==> src/rtl/pp_pipeline_accel_norm_quant.sv <==
// pp_pipeline_accel_norm_quant: bias, rounded shift and saturate a product stream into framed 8-bit pixels
module pp_pipeline_accel_norm_quant #(
  parameter int IN_W  = 32,
  parameter int OUT_W = 8,
  parameter int DIM_W = 12
) (
  input  logic               ap_clk,
  input  logic               ap_rst_n,
  input  logic               start,
  input  logic [DIM_W-1:0]   cols,
  input  logic [DIM_W-1:0]   rows,
  input  logic signed [15:0] bias,
  input  logic [4:0]         shift,
  output logic               busy,
  output logic               done,
  input  logic [IN_W-1:0]    prod_data,
  input  logic               prod_valid,
  output logic               prod_ready,
  output logic [OUT_W-1:0]   pix_data,
  output logic               pix_user,
  output logic               pix_last,
  output logic               pix_valid,
  input  logic               pix_ready
);
  localparam int SW = IN_W + 2;
  typedef enum logic [1:0] {IDLE, RUN, DRAIN} state_t;
  state_t state_q, state_d;
  logic [DIM_W-1:0] cols_q, rows_q, in_col_q, in_row_q;
  logic signed [15:0] bias_q;
  logic [4:0] shift_q;
  logic in_done_q, done_q;
  logic s1_valid_q, s1_user_q, s1_last_q;
  logic signed [SW-1:0] s1_sum_q;
  logic s2_valid_q, s2_user_q, s2_last_q;
  logic [OUT_W-1:0] s2_data_q;
  logic adv1, adv2, acc, col_end, row_end, start_ok, drain_exit;
  logic signed [SW-1:0] rnd, q;
  logic [OUT_W-1:0] pix_d;
  assign adv2       = !s2_valid_q || pix_ready;
  assign adv1       = !s1_valid_q || adv2;
  assign prod_ready = (state_q == RUN) && !in_done_q && adv1;
  assign acc        = prod_valid && prod_ready;
  assign col_end    = in_col_q == cols_q - DIM_W'(1);
  assign row_end    = in_row_q == rows_q - DIM_W'(1);
  assign start_ok   = (state_q == IDLE) && start;
  assign drain_exit = (state_q == DRAIN) && !s1_valid_q && adv2;
  assign busy       = state_q != IDLE;
  assign done       = done_q;
  assign pix_valid  = s2_valid_q;
  assign pix_data   = s2_data_q;
  assign pix_user   = s2_user_q;
  assign pix_last   = s2_last_q;
  // Frame sequencing: zero-sized frames skip RUN, DRAIN waits for the last output handshake
  always_comb begin
    state_d = state_q;
    if (start_ok) state_d = (cols == '0 || rows == '0) ? DRAIN : RUN;
    else if (state_q == RUN && acc && col_end && row_end) state_d = DRAIN;
    else if (drain_exit) state_d = IDLE;
  end
  // Round half up, arithmetic shift, then clamp to the unsigned pixel range
  always_comb begin
    rnd   = s1_sum_q + ((shift_q != 5'd0) ? (SW'(1) << (shift_q - 5'd1)) : '0);
    q     = rnd >>> shift_q;
    pix_d = (q < 0) ? '0 : (q > $signed(SW'(2**OUT_W - 1))) ? '1 : q[OUT_W-1:0];
  end
  // FSM state, shadow configuration and input beat counters
  always_ff @(posedge ap_clk or negedge ap_rst_n) begin
    if (!ap_rst_n) begin
      state_q   <= IDLE;
      done_q    <= 1'b0;
      cols_q    <= '0;
      rows_q    <= '0;
      bias_q    <= '0;
      shift_q   <= '0;
      in_col_q  <= '0;
      in_row_q  <= '0;
      in_done_q <= 1'b0;
    end else begin
      state_q <= state_d;
      done_q  <= drain_exit;
      if (start_ok) begin
        cols_q    <= cols;
        rows_q    <= rows;
        bias_q    <= bias;
        shift_q   <= (shift > 5'd24) ? 5'd24 : shift;
        in_col_q  <= '0;
        in_row_q  <= '0;
        in_done_q <= 1'b0;
      end else if (acc) begin
        in_col_q  <= col_end ? '0 : in_col_q + DIM_W'(1);
        in_row_q  <= !col_end ? in_row_q : row_end ? '0 : in_row_q + DIM_W'(1);
        in_done_q <= col_end && row_end;
      end
    end
  end
  // Two-stage datapath; frame markers are captured at input and travel with each beat
  always_ff @(posedge ap_clk or negedge ap_rst_n) begin
    if (!ap_rst_n) begin
      s1_valid_q <= 1'b0;
      s1_user_q  <= 1'b0;
      s1_last_q  <= 1'b0;
      s1_sum_q   <= '0;
      s2_valid_q <= 1'b0;
      s2_user_q  <= 1'b0;
      s2_last_q  <= 1'b0;
      s2_data_q  <= '0;
    end else begin
      if (adv1) begin
        s1_valid_q <= acc;
        if (acc) begin
          s1_sum_q  <= $signed({2'b00, prod_data}) + $signed({{(SW-16){bias_q[15]}}, bias_q});
          s1_user_q <= (in_col_q == '0) && (in_row_q == '0);
          s1_last_q <= col_end;
        end
      end
      if (adv2) begin
        s2_valid_q <= s1_valid_q;
        if (s1_valid_q) begin
          s2_data_q <= pix_d;
          s2_user_q <= s1_user_q;
          s2_last_q <= s1_last_q;
        end
      end
    end
  end
endmodule

==> config.mk <==
export PLATFORM = sky130hd
export DESIGN_NAME = pp_pipeline_accel_norm_quant
export DESIGN_NICKNAME = d
export VERILOG_FILES = /design/src/rtl/pp_pipeline_accel_norm_quant.sv
export SDC_FILE = /design/constraint.sdc
export NUM_CORES = 1
export LEC_CHECK = 0
export BUFFER_PORTS_ARGS = -buffer_cell sky130_fd_sc_hd__buf_2
export CAP_MARGIN = 20
export CORE_MARGIN = 2
export CORE_UTILIZATION = 30
export CTS_CLUSTER_SIZE = 8
export DETAILED_ROUTE_END_ITERATION = 7
export GPL_ROUTABILITY_DRIVEN = 0
export SYNTH_ARGS = -nofsm -noshare
export SYNTH_HDL_FRONTEND = slang
export SYNTH_SLANG_ARGS = --single-unit
==> constraint.sdc <==
create_clock -name ap_clk -period 4.7 [get_ports ap_clk]
set_clock_uncertainty 0.05 [all_clocks]
set_input_delay 0.47 -clock ap_clk [delete_from_list [all_inputs] [get_ports ap_clk]]
set_output_delay 0.47 -clock ap_clk [all_outputs]
set_load 0.01 [all_outputs]
==> flow_metrics.env <==
export IMPL_dp_slack_ps=-102
export IMPL_swShare_pct=48.0
export IMPL_die_area_um2=42100
export IMPL_overflow=0
export IMPL_status="finished, final reports clean"
export IMPL_critPathMaxStageDelay_ps=560
export IMPL_r2r_end="pix_data[0]$_DFFE_PN0P_"
export IMPL_grt_pass1_vias=12600
export IMPL_r2r_slack_ps=110
export IMPL_crit_end="pix_data[0]$_DFFE_PN0P_"
export IMPL_cp_common_cell="buf_4"
export IMPL_core_area_um2=39800
export IMPL_worst_path_stages=19
export IMPL_rows=73
export IMPL_die_w_um=205
export IMPL_synth_area_um2=12100
export IMPL_clock_sinks=121
export IMPL_fin_setup_tns_ps=0
export IMPL_regArea_um2=3030
export IMPL_cts_buffers=17
export IMPL_critPathBufInv=4
export IMPL_path_delay_family="compound AO/OA/AOI/OAI gates"
export IMPL_arrival_ps=4860
export IMPL_max_freq_mhz=218
export IMPL_worst_pin_slew_ps=799
export IMPL_synthCells=1592
export IMPL_finalHoldViolCount=0
export IMPL_final_area_um2=15700
export IMPL_route_antenna_remaining_nets=0
export IMPL_root_buffer="clkbuf_16"
export IMPL_io_buffers=95
export IMPL_vias=12900
export IMPL_async_reset_ff_share_pct=100
export IMPL_syn2layout_area_growth_pct=29.7
export IMPL_routed_via_density=5.44
export IMPL_critPathKind="reg2reg"
export IMPL_crit_chain="buf_12, nor2_4, nand2_2, buf_4, nor2_1, ha_1, buf_4, a21o_1, o21ai_2, a31oi_4, or4_4, and4_1, a311oi_2, o211ai_1, o32ai_4, o221ai_4, buf_4, o41ai_1, a21oi_1"
export IMPL_nFillCells=4077
export IMPL_h_tree_depth=4
export IMPL_drt_first_pass_iters=6
export IMPL_drv_cap=0
export IMPL_p_int_uw=5950
export IMPL_slew_viol_final=0
export IMPL_cts_clk_slew_worst_paths_ps=60
export IMPL_reg2reg_from="shift_q[3]$_DFFE_PN0P_"
export IMPL_worstPathMaxFanout=18
export IMPL_hp_class="in2reg"
export IMPL_cp_slowest_cell="or4_4"
export IMPL_fp_dieH_um=205
export IMPL_multi_input_area_um2=9090
export IMPL_seq_area_frac_synth_pct=24.9
export IMPL_maxSlewHeadroom_pct=46.7
export IMPL_power_net_switching_uw=5500
export IMPL_syn_avg_cell_area_um2=7.63
export IMPL_clock_latency_ps=440
export IMPL_synth_nets=1747
export IMPL_ys_types=106
export IMPL_critPathLaunchType="flip-flop"
export IMPL_fin_nets=1984
export IMPL_cp_data_required_time_ps=4970
export IMPL_ys_flop_type="dfrtp_1"
export IMPL_synth_warnings=0
export IMPL_pwr_share_seq_pct=16.3
export IMPL_track_usage_pct=19.1
export IMPL_ys_seq_elements=121
export IMPL_worstSetupEndpointType="flip-flop"
export IMPL_grt_pass1_wl_um=64300
export IMPL_drt_initial_drc_count=1086
export IMPL_pin_count=96
export IMPL_grt_max_degree=74
export IMPL_clkPwrFrac_pct=12.3
export IMPL_hpwl_um=31100
export IMPL_antenna_found_initial=0
export IMPL_finalWorstSetupSlack_ps=105
export IMPL_synth_top_cell_area_share_pct=24.9
export IMPL_power_density_nw_per_um2=727
export IMPL_drive_gt1_share_pct=26.9
export IMPL_start_util_pct=30.5
export IMPL_cts_buffer_depth=2
export IMPL_ys_top_cells_by_area="dfrtp_1 25%, nand2_1 8.3%, ha_1 7.3%"
export IMPL_remaining_drc_errors=0
export IMPL_rr_worst_depth=19
export IMPL_p_leak_uw=0.00711
export IMPL_period_share_pct=97.8
export IMPL_critPathLaunch="shift_q[3]$_DFFE_PN0P_"
export IMPL_place_area_um2=14500
export IMPL_setup_viol=0
export IMPL_yosysTopAreaCell="dfrtp_1"
export IMPL_n_antenna_cell=0
export IMPL_avgRoutedWirePerCell_um=16.9
export IMPL_wirelength_um=40000
export IMPL_post_route_min_period_ps=4590
export IMPL_pwr_share_comb_pct=71.4
export IMPL_synth_edf_count=0
export IMPL_p_total_uw=11400
export IMPL_ir_drop_uv=353
export IMPL_cts_tree="built"
==> tightest hold or removal path: stages <==
cell and delay (ps):
buf_2 70, nand2_1 40, nand2_1 40
==> worst min path at each step <==
stage	startpoint	to	cells after the start
floorplan	ap_rst_n	bias_q[0]$_DFFE_PN0P_	0
global placement	s1_last_q$_DFFE_PN0P_	s1_last_q$_DFFE_PN0P_	2
detailed placement	s1_last_q$_DFFE_PN0P_	s1_last_q$_DFFE_PN0P_	2
CTS	bias[0]	bias_q[0]$_DFFE_PN0P_	3
global route	bias[14]	bias_q[14]$_DFFE_PN0P_	3
finish	bias[2]	bias_q[2]$_DFFE_PN0P_	3
==> per-layer routing <==
layer  vias up  wire length (µm)  GRT usage [%]  share of wire (%)
met5         -                 0              0                  0
met4         0               982           6.86                2.5
met3        67              1950           3.10                4.9
met2       387             19000           32.0                 48
met1      6119             18000           24.6                 45
li1       6315                 -              -                  -
==> logic make-up (layout without fill, tap and decap cells) <==
group                      after synthesis  after routing  synth area share (%)
and+or+nand+nor                        690            690                  27.1
muxes                                   36             36                  3.66
xor gates and xnor gates                79             79                  5.85
adders and majority gates               73             73                  7.65
AOI/OAI and AO/OA                      459            459                  26.3
DFF                                    121            121                  24.9
other                                    1              1                0.0309
buffers and inverters                  133            383                  4.50
==> per-stage QoR <==
step                      hold WS (ps)  cells  util (%)
final                              162   2367      39.5
after global routing               157   2367      39.5
after CTS                          142   2357      38.1
after detailed placement           414   2322      36.3
after global placement             411   2322      36.3
after floorplan                    124   1592         -
==> flip-flops by register name (all words and copies together), names as in the netlist, 2 cells and up <==
register  cells
s1_sum_q     34
rows_q       12
bias_q       16
state_q       2
shift_q       5
pix_data      8
in_col_q     12
in_row_q     12
cols_q       12
==> what timing repair did <==
action                                  in CTS  in global routing
hold buffers                                 1                  0
gates resized for setup                     10                111
cloned                                       0                  1
pin swaps                                    1                 28
endpoints found under the setup margin       8                  8
buffers inserted                             2                  9
hold endpoints to repair                    38                  0
==> power by group through the flow <==
stage / clock [µW] / sequential (µW) / combinational, µW
2_1_floorplan: 0 / 1750 / 4920
3_3_place_gp: 0 / 1860 / 7340
3_5_place_dp: 0 / 1870 / 7450
4_1_cts: 1440 / 1850 / 7530
5_1_grt: 1480 / 1930 / 8920
6_report: 1410 / 1860 / 8180
==> Yosys cell counts (all sizes together) (10+ instances only) <==
cell type and n:
and2 20, o31ai 24, or3 12, o211ai 17, mux2i 23, nand2 269, nor2b 10, o21ai 130
xnor2 40, buf 28, xor2 39, or2 13, nor2 140, dfrtp 121, o41ai 13, a211oi 24
nand3 70, clkbuf 65, nor3 46, ha 71, a21oi 76, nand2b 19, nor4 19, and3 20
inv 38, a31oi 15, nand4 22, a21o 33
==> cell usage in the layout (no fill, tap or decap), types with 11 or more instances in the layout <==
cell | synthesis | routed
dfrtp_1 | 121 | 119
nor2_1 | 140 | 136
a21oi_2 | 3 | 13
inv_1 | 37 | 35
and3_1 | 20 | 19
a31oi_1 | 15 | 11
a21oi_1 | 72 | 62
nand4_1 | 20 | 20
buf_4 | 1 | 205
nand2_1 | 268 | 258
and2_1 | 19 | 17
o21ai_0 | 125 | 120
a21o_1 | 33 | 33
clkbuf_16 | 0 | 18
xnor2_1 | 40 | 40
o211ai_1 | 17 | 17
mux2i_1 | 23 | 22
o31ai_1 | 24 | 24
a211oi_1 | 22 | 19
xor2_1 | 38 | 38
nor3_1 | 46 | 39
nand2b_1 | 19 | 19
buf_2 | 11 | 94
nor4_1 | 17 | 15
nand3_1 | 68 | 64
ha_1 | 71 | 65
==> layout make-up <==
cell class / count / share of cell area (%)
Tap cell: 525 / 4.17
Clock inverter: 14 / 1.16
Timing Repair Buffer: 311 / 14.0
Inverter: 40 / 0.953
Sequential cell: 121 / 19.2
Multi-Input combinational cell: 1338 / 57.7
Clock buffer: 18 / 2.79
Note: power is estimated with default switching activity, not from simulation.
